`src/rtl/ifetcher_flush_ctrl.sv`:
```
// Fetch flush controller: tracks outstanding fetches per channel and, on a jump,
// stalls issue, waits for drain, pulses clear, then redirects fetch to the target.
module ifetcher_flush_ctrl #(
    parameter int CW   = 4,
    parameter int NCH  = 2,
    parameter int AW   = 32,
    parameter int CLRW = 1
) (
    input  logic           iClk,
    input  logic           iReset,
    input  logic           iJumpVld,
    input  logic [AW-1:0]  iJumpPc,
    input  logic [NCH-1:0] iReqIssue,
    input  logic [NCH-1:0] iRspDone,
    output logic           oStall,
    output logic           oClear,
    output logic           oRedirectVld,
    output logic [AW-1:0]  oRedirectPc,
    output logic           oBusy,
    output logic           oErr
);

    typedef enum logic [1:0] {
        IDLE  = 2'd0,
        DRAIN = 2'd1,
        CLEAR = 2'd2
    } state_t;

    localparam logic [3:0]    CLR_LEN = 4'(CLRW);
    localparam logic [CW-1:0] CNT_MAX = '1;

    state_t                  state_q, state_d;
    logic [NCH-1:0][CW-1:0]  cnt_q, cnt_d;
    logic                    err_q, err_d;
    logic [AW-1:0]           target_q, target_d;
    logic                    pend_q, pend_d;
    logic [AW-1:0]           pend_pc_q, pend_pc_d;
    logic [3:0]              clr_q, clr_d;
    logic                    stall_q, clear_q, rvld_q;
    logic                    rvld_d;
    logic [AW-1:0]           rpc_q;
    logic                    drained;

    // Outstanding counters run in every state; saturation and underflow are sticky errors.
    always_comb begin
        cnt_d = cnt_q;
        err_d = err_q;
        for (int c = 0; c < NCH; c++) begin
            if (iReqIssue[c] && !iRspDone[c]) begin
                if (cnt_q[c] == CNT_MAX) err_d = 1'b1;
                else                     cnt_d[c] = cnt_q[c] + CW'(1);
            end else if (!iReqIssue[c] && iRspDone[c]) begin
                if (cnt_q[c] == '0) err_d = 1'b1;
                else                cnt_d[c] = cnt_q[c] - CW'(1);
            end
        end
    end

    always_comb begin
        drained = 1'b1;
        for (int c = 0; c < NCH; c++) begin
            if (cnt_q[c] != '0) drained = 1'b0;
        end
    end

    always_comb begin
        state_d   = state_q;
        target_d  = target_q;
        pend_d    = pend_q;
        pend_pc_d = pend_pc_q;
        clr_d     = clr_q;
        case (state_q)
            IDLE: begin
                if (iJumpVld) begin
                    target_d = iJumpPc;
                    state_d  = DRAIN;
                end
            end
            DRAIN: begin
                if (iJumpVld) target_d = iJumpPc;
                if (drained) begin
                    state_d = CLEAR;
                    clr_d   = CLR_LEN;
                end
            end
            CLEAR: begin
                clr_d = clr_q - 4'd1;
                if (iJumpVld) begin
                    pend_d    = 1'b1;
                    pend_pc_d = iJumpPc;
                end
                // A jump arriving in the final clear cycle is folded in as pending.
                if (clr_q == 4'd1) begin
                    if (pend_q || iJumpVld) begin
                        state_d  = DRAIN;
                        target_d = iJumpVld ? iJumpPc : pend_pc_q;
                        pend_d   = 1'b0;
                    end else begin
                        state_d = IDLE;
                    end
                end
            end
            default: state_d = IDLE;
        endcase
    end

    assign rvld_d = (state_d == CLEAR) && (clr_d == 4'd1);

    always_ff @(posedge iClk or posedge iReset) begin
        if (iReset) begin
            state_q   <= IDLE;
            cnt_q     <= '0;
            err_q     <= 1'b0;
            target_q  <= '0;
            pend_q    <= 1'b0;
            pend_pc_q <= '0;
            clr_q     <= '0;
            stall_q   <= 1'b0;
            clear_q   <= 1'b0;
            rvld_q    <= 1'b0;
            rpc_q     <= '0;
        end else begin
            state_q   <= state_d;
            cnt_q     <= cnt_d;
            err_q     <= err_d;
            target_q  <= target_d;
            pend_q    <= pend_d;
            pend_pc_q <= pend_pc_d;
            clr_q     <= clr_d;
            stall_q   <= (state_d != IDLE);
            clear_q   <= (state_d == CLEAR);
            rvld_q    <= rvld_d;
            if (rvld_d) rpc_q <= target_d;
        end
    end

    assign oStall       = stall_q;
    assign oBusy        = stall_q;
    assign oClear       = clear_q;
    assign oRedirectVld = rvld_q;
    assign oRedirectPc  = rpc_q;
    assign oErr         = err_q;

endmodule

```
`config.mk`:
```
export PLATFORM = sky130hd
export DESIGN_NAME = ifetcher_flush_ctrl
export DESIGN_NICKNAME = d
export VERILOG_FILES = /design/src/rtl/ifetcher_flush_ctrl.sv
export SDC_FILE = /design/constraint.sdc
export NUM_CORES = 1
export LEC_CHECK = 0
export ABC_CLOCK_PERIOD_IN_PS = 7400
export BUFFER_PORTS_ARGS = -buffer_cell sky130_fd_sc_hd__buf_4
export CAP_MARGIN = 25
export CORE_AREA = 2 2 103 105
export DETAILED_ROUTE_END_ITERATION = 7
export DIE_AREA = 0 0 105 107
export GPL_TIMING_DRIVEN = 0
export PLACE_DENSITY = 0.72
export SLEW_MARGIN = 40
export SYNTH_ARGS = -nofsm -noshare
export SYNTH_HDL_FRONTEND = slang
export SYNTH_SLANG_ARGS = --single-unit
```
`constraint.sdc`:
```
create_clock -name iClk -period 7.4 [get_ports iClk]
set_input_delay 2.22 -clock iClk [delete_from_list [all_inputs] [get_ports iClk]]
set_output_delay 2.22 -clock iClk [all_outputs]
set_load 0.02 [all_outputs]
```
Word level (Yosys, flattened, before mapping)
Index checks and enable logic that the tools add are counted.
Word-level totals
  bits in registers: 115
  input port bits: 39
  word-level logic and storage cells: 82
Cells by class
  add/subtract/negate cells: 5
  equal/unequal tests: 11
  multiplexer cells: 33
  reduce and logical (&&, ||, !) cells: 21
Operators with widths (number)
  $mux 32: 4
  $pmux 32 s2: 1
  $mux 4: 9
  $mux 1: 14
  $sub 4x1->4 const B: 3
  $add 4x1->4 const B: 2
  $eq 4x1->1 const B: 2
  $eq 4x4->1 const B: 2
  $logic_not 4->1: 2
  $ne 2x2->1 const B: 4
  $pmux 4 s2: 1
  $reduce_bool 4->1: 2
  $mux 2: 3
  $pmux 2 s3: 1
  $reduce_and 3->1: 2
  $reduce_bool 2->1: 3
  $logic_and 1x1->1: 5
  $eq 2x2->1 const B: 2
  $logic_not 1->1: 4
  $eq 2x1->1 const B: 1
  $logic_not 2->1: 1
  $reduce_or 2->1: 1
  $logic_or 1x1->1: 1

Longest topological paths before layout
  depth after elaboration: 7
  gate-level depth with buffers: 11
  gate-level depth less buffers: 9

Worst setup path after synthesis
OpenSTA, ideal clock, no wires.
  path type: input -> register
  start point: input port iJumpVld
  end point: register rpc_q[19] (netlist: oRedirectPc[19])
  arrival time: 3894 ps
  slack: 3378 ps
  cell stages on the path: 8
  buffers on the path: 2
  cell sequence: inv_1 -> a21oi_1 -> a221oi_2 -> nand4_2 -> or4_4 -> buf_6 -> buf_12 -> mux2_1
Between the ends
  elaborated cells between the ends (all ways): 12
RTL lines
  start: declaration: RTL line 11  | input logic iJumpVld,
  $mux 2: RTL line 74  | if (iJumpVld) begin
  $pmux 2 s3: RTL line 72  | case (state_q)
  via state_d[1]: RTL line 32  | state_t state_q, state_d;
  $eq 2x2->1: RTL line 107  | assign rvld_d = (state_d == CLEAR) && (clr_d == 4'd1);
  $logic_and 1x1->1: RTL line 107
  end signal: assignment: RTL line 133  | if (rvld_d) rpc_q <= target_d;
  end: declaration: RTL line 41  | logic [AW-1:0] rpc_q;
The timed path passes the listed nets, and every way through them passes these cells.
A chain may end at the register's enable or synchronous reset.

Worst setup path after layout
  start point: input port iJumpVld
  end point: register rpc_q[18] (netlist: oRedirectPc[18])
Same word-level chain as after synthesis.

==> results.sh <==
export IMPL_run_status="finished clean"
export IMPL_max_cap_violations=0
export IMPL_synth_fa_ha_area_frac=0.0423
export IMPL_final_cell_mix="115 x sky130_fd_sc_hd__dfrtp_1, 76 x sky130_fd_sc_hd__buf_4, 41 x sky130_fd_sc_hd__nand2_1, 41 x sky130_fd_sc_hd__o21ai_0, 34 x sky130_fd_sc_hd__mux2_2"
export IMPL_timing_hold_violations_final=0
export IMPL_static_leakage_power_nw=3.22
export IMPL_initial_utilization=0.504
export IMPL_final_tns_setup_ns=0
export IMPL_grt_first_pass_wirelength_um=17600
export IMPL_timing_worst_slew_pin_value_ns=0.617
export IMPL_crit_arrival_ns=4.22
export IMPL_simple_gate_portion_of_the_synthesized_area=0.0733
export IMPL_largest_net_degree_at_the_start_of_global_routing=80
export IMPL_netlist_cell_type_count=48
export IMPL_final_worst_path_period_share=0.517
export IMPL_synth_top_cell_area_share=0.566
export IMPL_synth_net_count=462
export IMPL_finalMaxSlewViolations=0
export IMPL_vias_in_the_first_global_route=3618
export IMPL_cts_setup_buffers=0
export IMPL_rsz0062_at_grt="false"
export IMPL_seq_area_frac_synth=0.566
export IMPL_cts_clk_slew_worst_paths_ns=0.05
export IMPL_post_synth_mux_area_share=0.152
export IMPL_fin_nets=557
export IMPL_timing_slew_headroom=0.589
export IMPL_die_width_um=105
export IMPL_critical_path_endpoint_type="register"
export IMPL_use_met1=0.259
export IMPL_kind_of_start_point_of_the_critical_path="primary input"
export IMPL_antenna_diode_count=0
export IMPL_synth_xor_xnor_area_share=0.0103
export IMPL_numPortBuffers=75
export IMPL_route_detailed_wl_per_inst_um=15.7
export IMPL_clock_tree_htree_level_count=4
export IMPL_die_height_um=107
export IMPL_power_share_clock=0.369
export IMPL_cts_root_to_sink_buffers=2
export IMPL_syn_cell_area_sq_mm=0.00509
export IMPL_placement_rows=37
export IMPL_layout_cells_most_common="sky130_fd_sc_hd__dfrtp_1"
export IMPL_detailedPlacementHpwl_um=6780
export IMPL_cellPowerDensity_mw_per_mm2=343
export IMPL_avgViaCountPerCell=5.35
export IMPL_synthesis_instances=407
export IMPL_yosys_top_cells_area="sky130_fd_sc_hd__dfrtp_1 57%, sky130_fd_sc_hd__mux2_2 7.5%, sky130_fd_sc_hd__mux2_1 6.6%"
export IMPL_gr_max_usage_layer="met2"
export IMPL_power_report_internal_total_w=0.00158
export IMPL_drt_antenna_violating_nets=0
export IMPL_grt_remaining_overflow=0
export IMPL_first_iter_violations=138
export IMPL_final_hold_worst_slack_ns=0.485
export IMPL_cts_inserted_buffers=17
export IMPL_postSynthAreaPerCell_sq_um=12.5
export IMPL_largest_family_of_logic_cells_by_synthesized_area="multiplexers"
export IMPL_grtUsageTotal=0.199
export IMPL_tritoncts="yes"
export IMPL_cts_resized=0
export IMPL_global_route_usage_met3=0.0571
export IMPL_globalRouteMet2Util=0.322
export IMPL_ir_drop_uv=169
export IMPL_synth_seq_cells=115
export IMPL_hold_path_class="reg -> reg"
export IMPL_critPathMaxFanout=10
export IMPL_net_switching_power_w=0.000629
export IMPL_critPathKind="in -> reg"
export IMPL_clkSinkCount=115
export IMPL_drt_pass1_iter_count=4
export IMPL_synth_compound_gate_area_share=0.116
export IMPL_timing_critical_path_cells="buf_4 > inv_1 > a21oi_1 > a221oi_2 > nand4_2 > or4_4 > buf_6 > buf_8 > mux2_1"
export IMPL_drt_total_wl_um=10200
export IMPL_synth_yosys_warnings=0
export IMPL_num_vias=3484
export IMPL_crit_required_ns=7.79
export IMPL_max_freq_mhz=261
export IMPL_die_area_sq_mm=0.0112
export IMPL_routabilityCongestion=0.798
export IMPL_setup_viol=0
export IMPL_power_share_switching=0.284
export IMPL_i_o_pin_cnt=76
export IMPL_layout_min_cycle_time_ns=3.83
export IMPL_slowest_stage="sky130_fd_sc_hd__or4_4"
export IMPL_synthDominantAreaCellType="sky130_fd_sc_hd__dfrtp_1"
export IMPL_floorplan_core_area_sq_mm=0.0101
export IMPL_combPwrFrac=0.212
export IMPL_number_of_antenna_violations_at_the_first_check_in_global_routing=0
export IMPL_power_sequential_fraction=0.419
export IMPL_slowest_delay_ns=0.56
export IMPL_drive_gt1_frac=0.313
export IMPL_fin_worst_skew_ns=0.00595
export IMPL_cts_root_buf="sky130_fd_sc_hd__clkbuf_8"
export IMPL_detail_route_drc_violations=0
export IMPL_worst_skew_pair_late_latency_ns=0.51
export IMPL_areaGrowthSynthToFinish_pct=26.7
export IMPL_cts_hold_buffers_added=0
[cell families (layout without fill, tap and decap cells)]
kind of cell | Yosys count | after routing
xor gates and xnor gates | 6 | 6
DFF | 115 | 115
AOI/OAI and AO/OA | 92 | 92
buffers and inverters | 37 | 145
and+or+nand+nor | 73 | 73
muxes | 68 | 68
adders and majority gates | 16 | 16
[final cells by class]
class,count,area (sq um)
inverter,15,63.8
tap,136,170
buffer,22,150
timing repair buffer,76,591
clock buffer,21,429
sequential,115,2880
multi-input combinational,255,2000
clock inverter,11,159
fill,804,3650
[layer usage]
metal | up-vias | wire length [um]
li1 | 1644 | -
met1 | 1749 | 4690
met2 | 77 | 4980
met3 | 14 | 389
met4 | 0 | 146
met5 | - | 0
[final timing paths]
| kind | cells after the start | start | slack [ns] | endpoint |
|---|---|---|---|---|
| setup / recovery | 9 | iJumpVld | 3.57 | oRedirectPc[18]$_DFFE_PP0P_ |
| hold / removal | 2 | target_q[19]$_DFF_PP0_ | 0.48 | target_q[19]$_DFF_PP0_ |
| setup reg to reg | 10 | clr_q[1]$_DFF_PP0_ | 4.46 | oRedirectPc[4]$_DFFE_PP0P_ |
| hold reg to reg | 2 | target_q[19]$_DFF_PP0_ | 0.48 | target_q[19]$_DFF_PP0_ |
| max in group asynchronous | 3 | iReset | 5.09 | pend_pc_q[29]$_DFFE_PP0P_ |
| min in group asynchronous | 2 | iReset | 1.67 | oRedirectPc[1]$_DFFE_PP0P_ |
[power by group through the flow]
stage / clock, W / combinational (W) / sequential [W]
floorplan: 0 / 0.000351 / 0.000911
global placement: 0 / 0.000448 / 0.000923
detailed placement: 0 / 0.000469 / 0.000933
CTS: 0.000829 / 0.000475 / 0.000925
global route: 0.000866 / 0.000529 / 0.000952
finish: 0.000816 / 0.000470 / 0.000927
[worst max-delay path: cells and delay by family]
family	cells	cell delay [ns]
AO/OA/AOI/OAI	2	0.45
buffers and inverters	4	0.52
multiplexers	1	0.31
AND/OR/NAND/NOR	2	0.71
[synthesized netlist by cell type, drive strengths merged]
cell	n
nand3	2
o211ai	1
a221oi	1
nand2b	2
a21boi	1
xor2	2
a21o	2
fa	2
clkbuf	13
and3	1
and2	1
dfrtp	115
inv	15
mux2	66
nor2	9
ha	14
o221ai	1
xnor2	4
a211o	1
o31ai	2
nand4	3
buf	8
or3	3
or2	1
nor4	2
o22ai	1
o21ai	41
nor3	2
and2b	1
or2b	1
a31oi	2
or4	3
clkdlybuf4s50	1
nand2	41
a21oi	6
nor3b	1
a22oi	33
mux2i	2
[registers in the layout, indices dropped and copies added, names as in the netlist]
name,count
clr_q,4
oErr,1
state_q,2
pend_q,1
oBusy,1
oClear,1
oRedirectPc,32
pend_pc_q,32
cnt_q,8
target_q,32
oRedirectVld,1
[through the flow]
stage,util,power (W),std cells,area [sq um],setup slack [ns]
global placement,0.577,0.00137,618,5820,0.864
floorplan,-,0.00126,407,5090,2.14
detailed placement,0.580,0.00140,619,5860,3.03
CTS,0.638,0.00223,651,6440,3.58
finish,0.638,0.00221,651,6440,3.57
global route,0.638,0.00235,651,6440,3.48
Note: power is estimated with default switching activity, not from simulation.
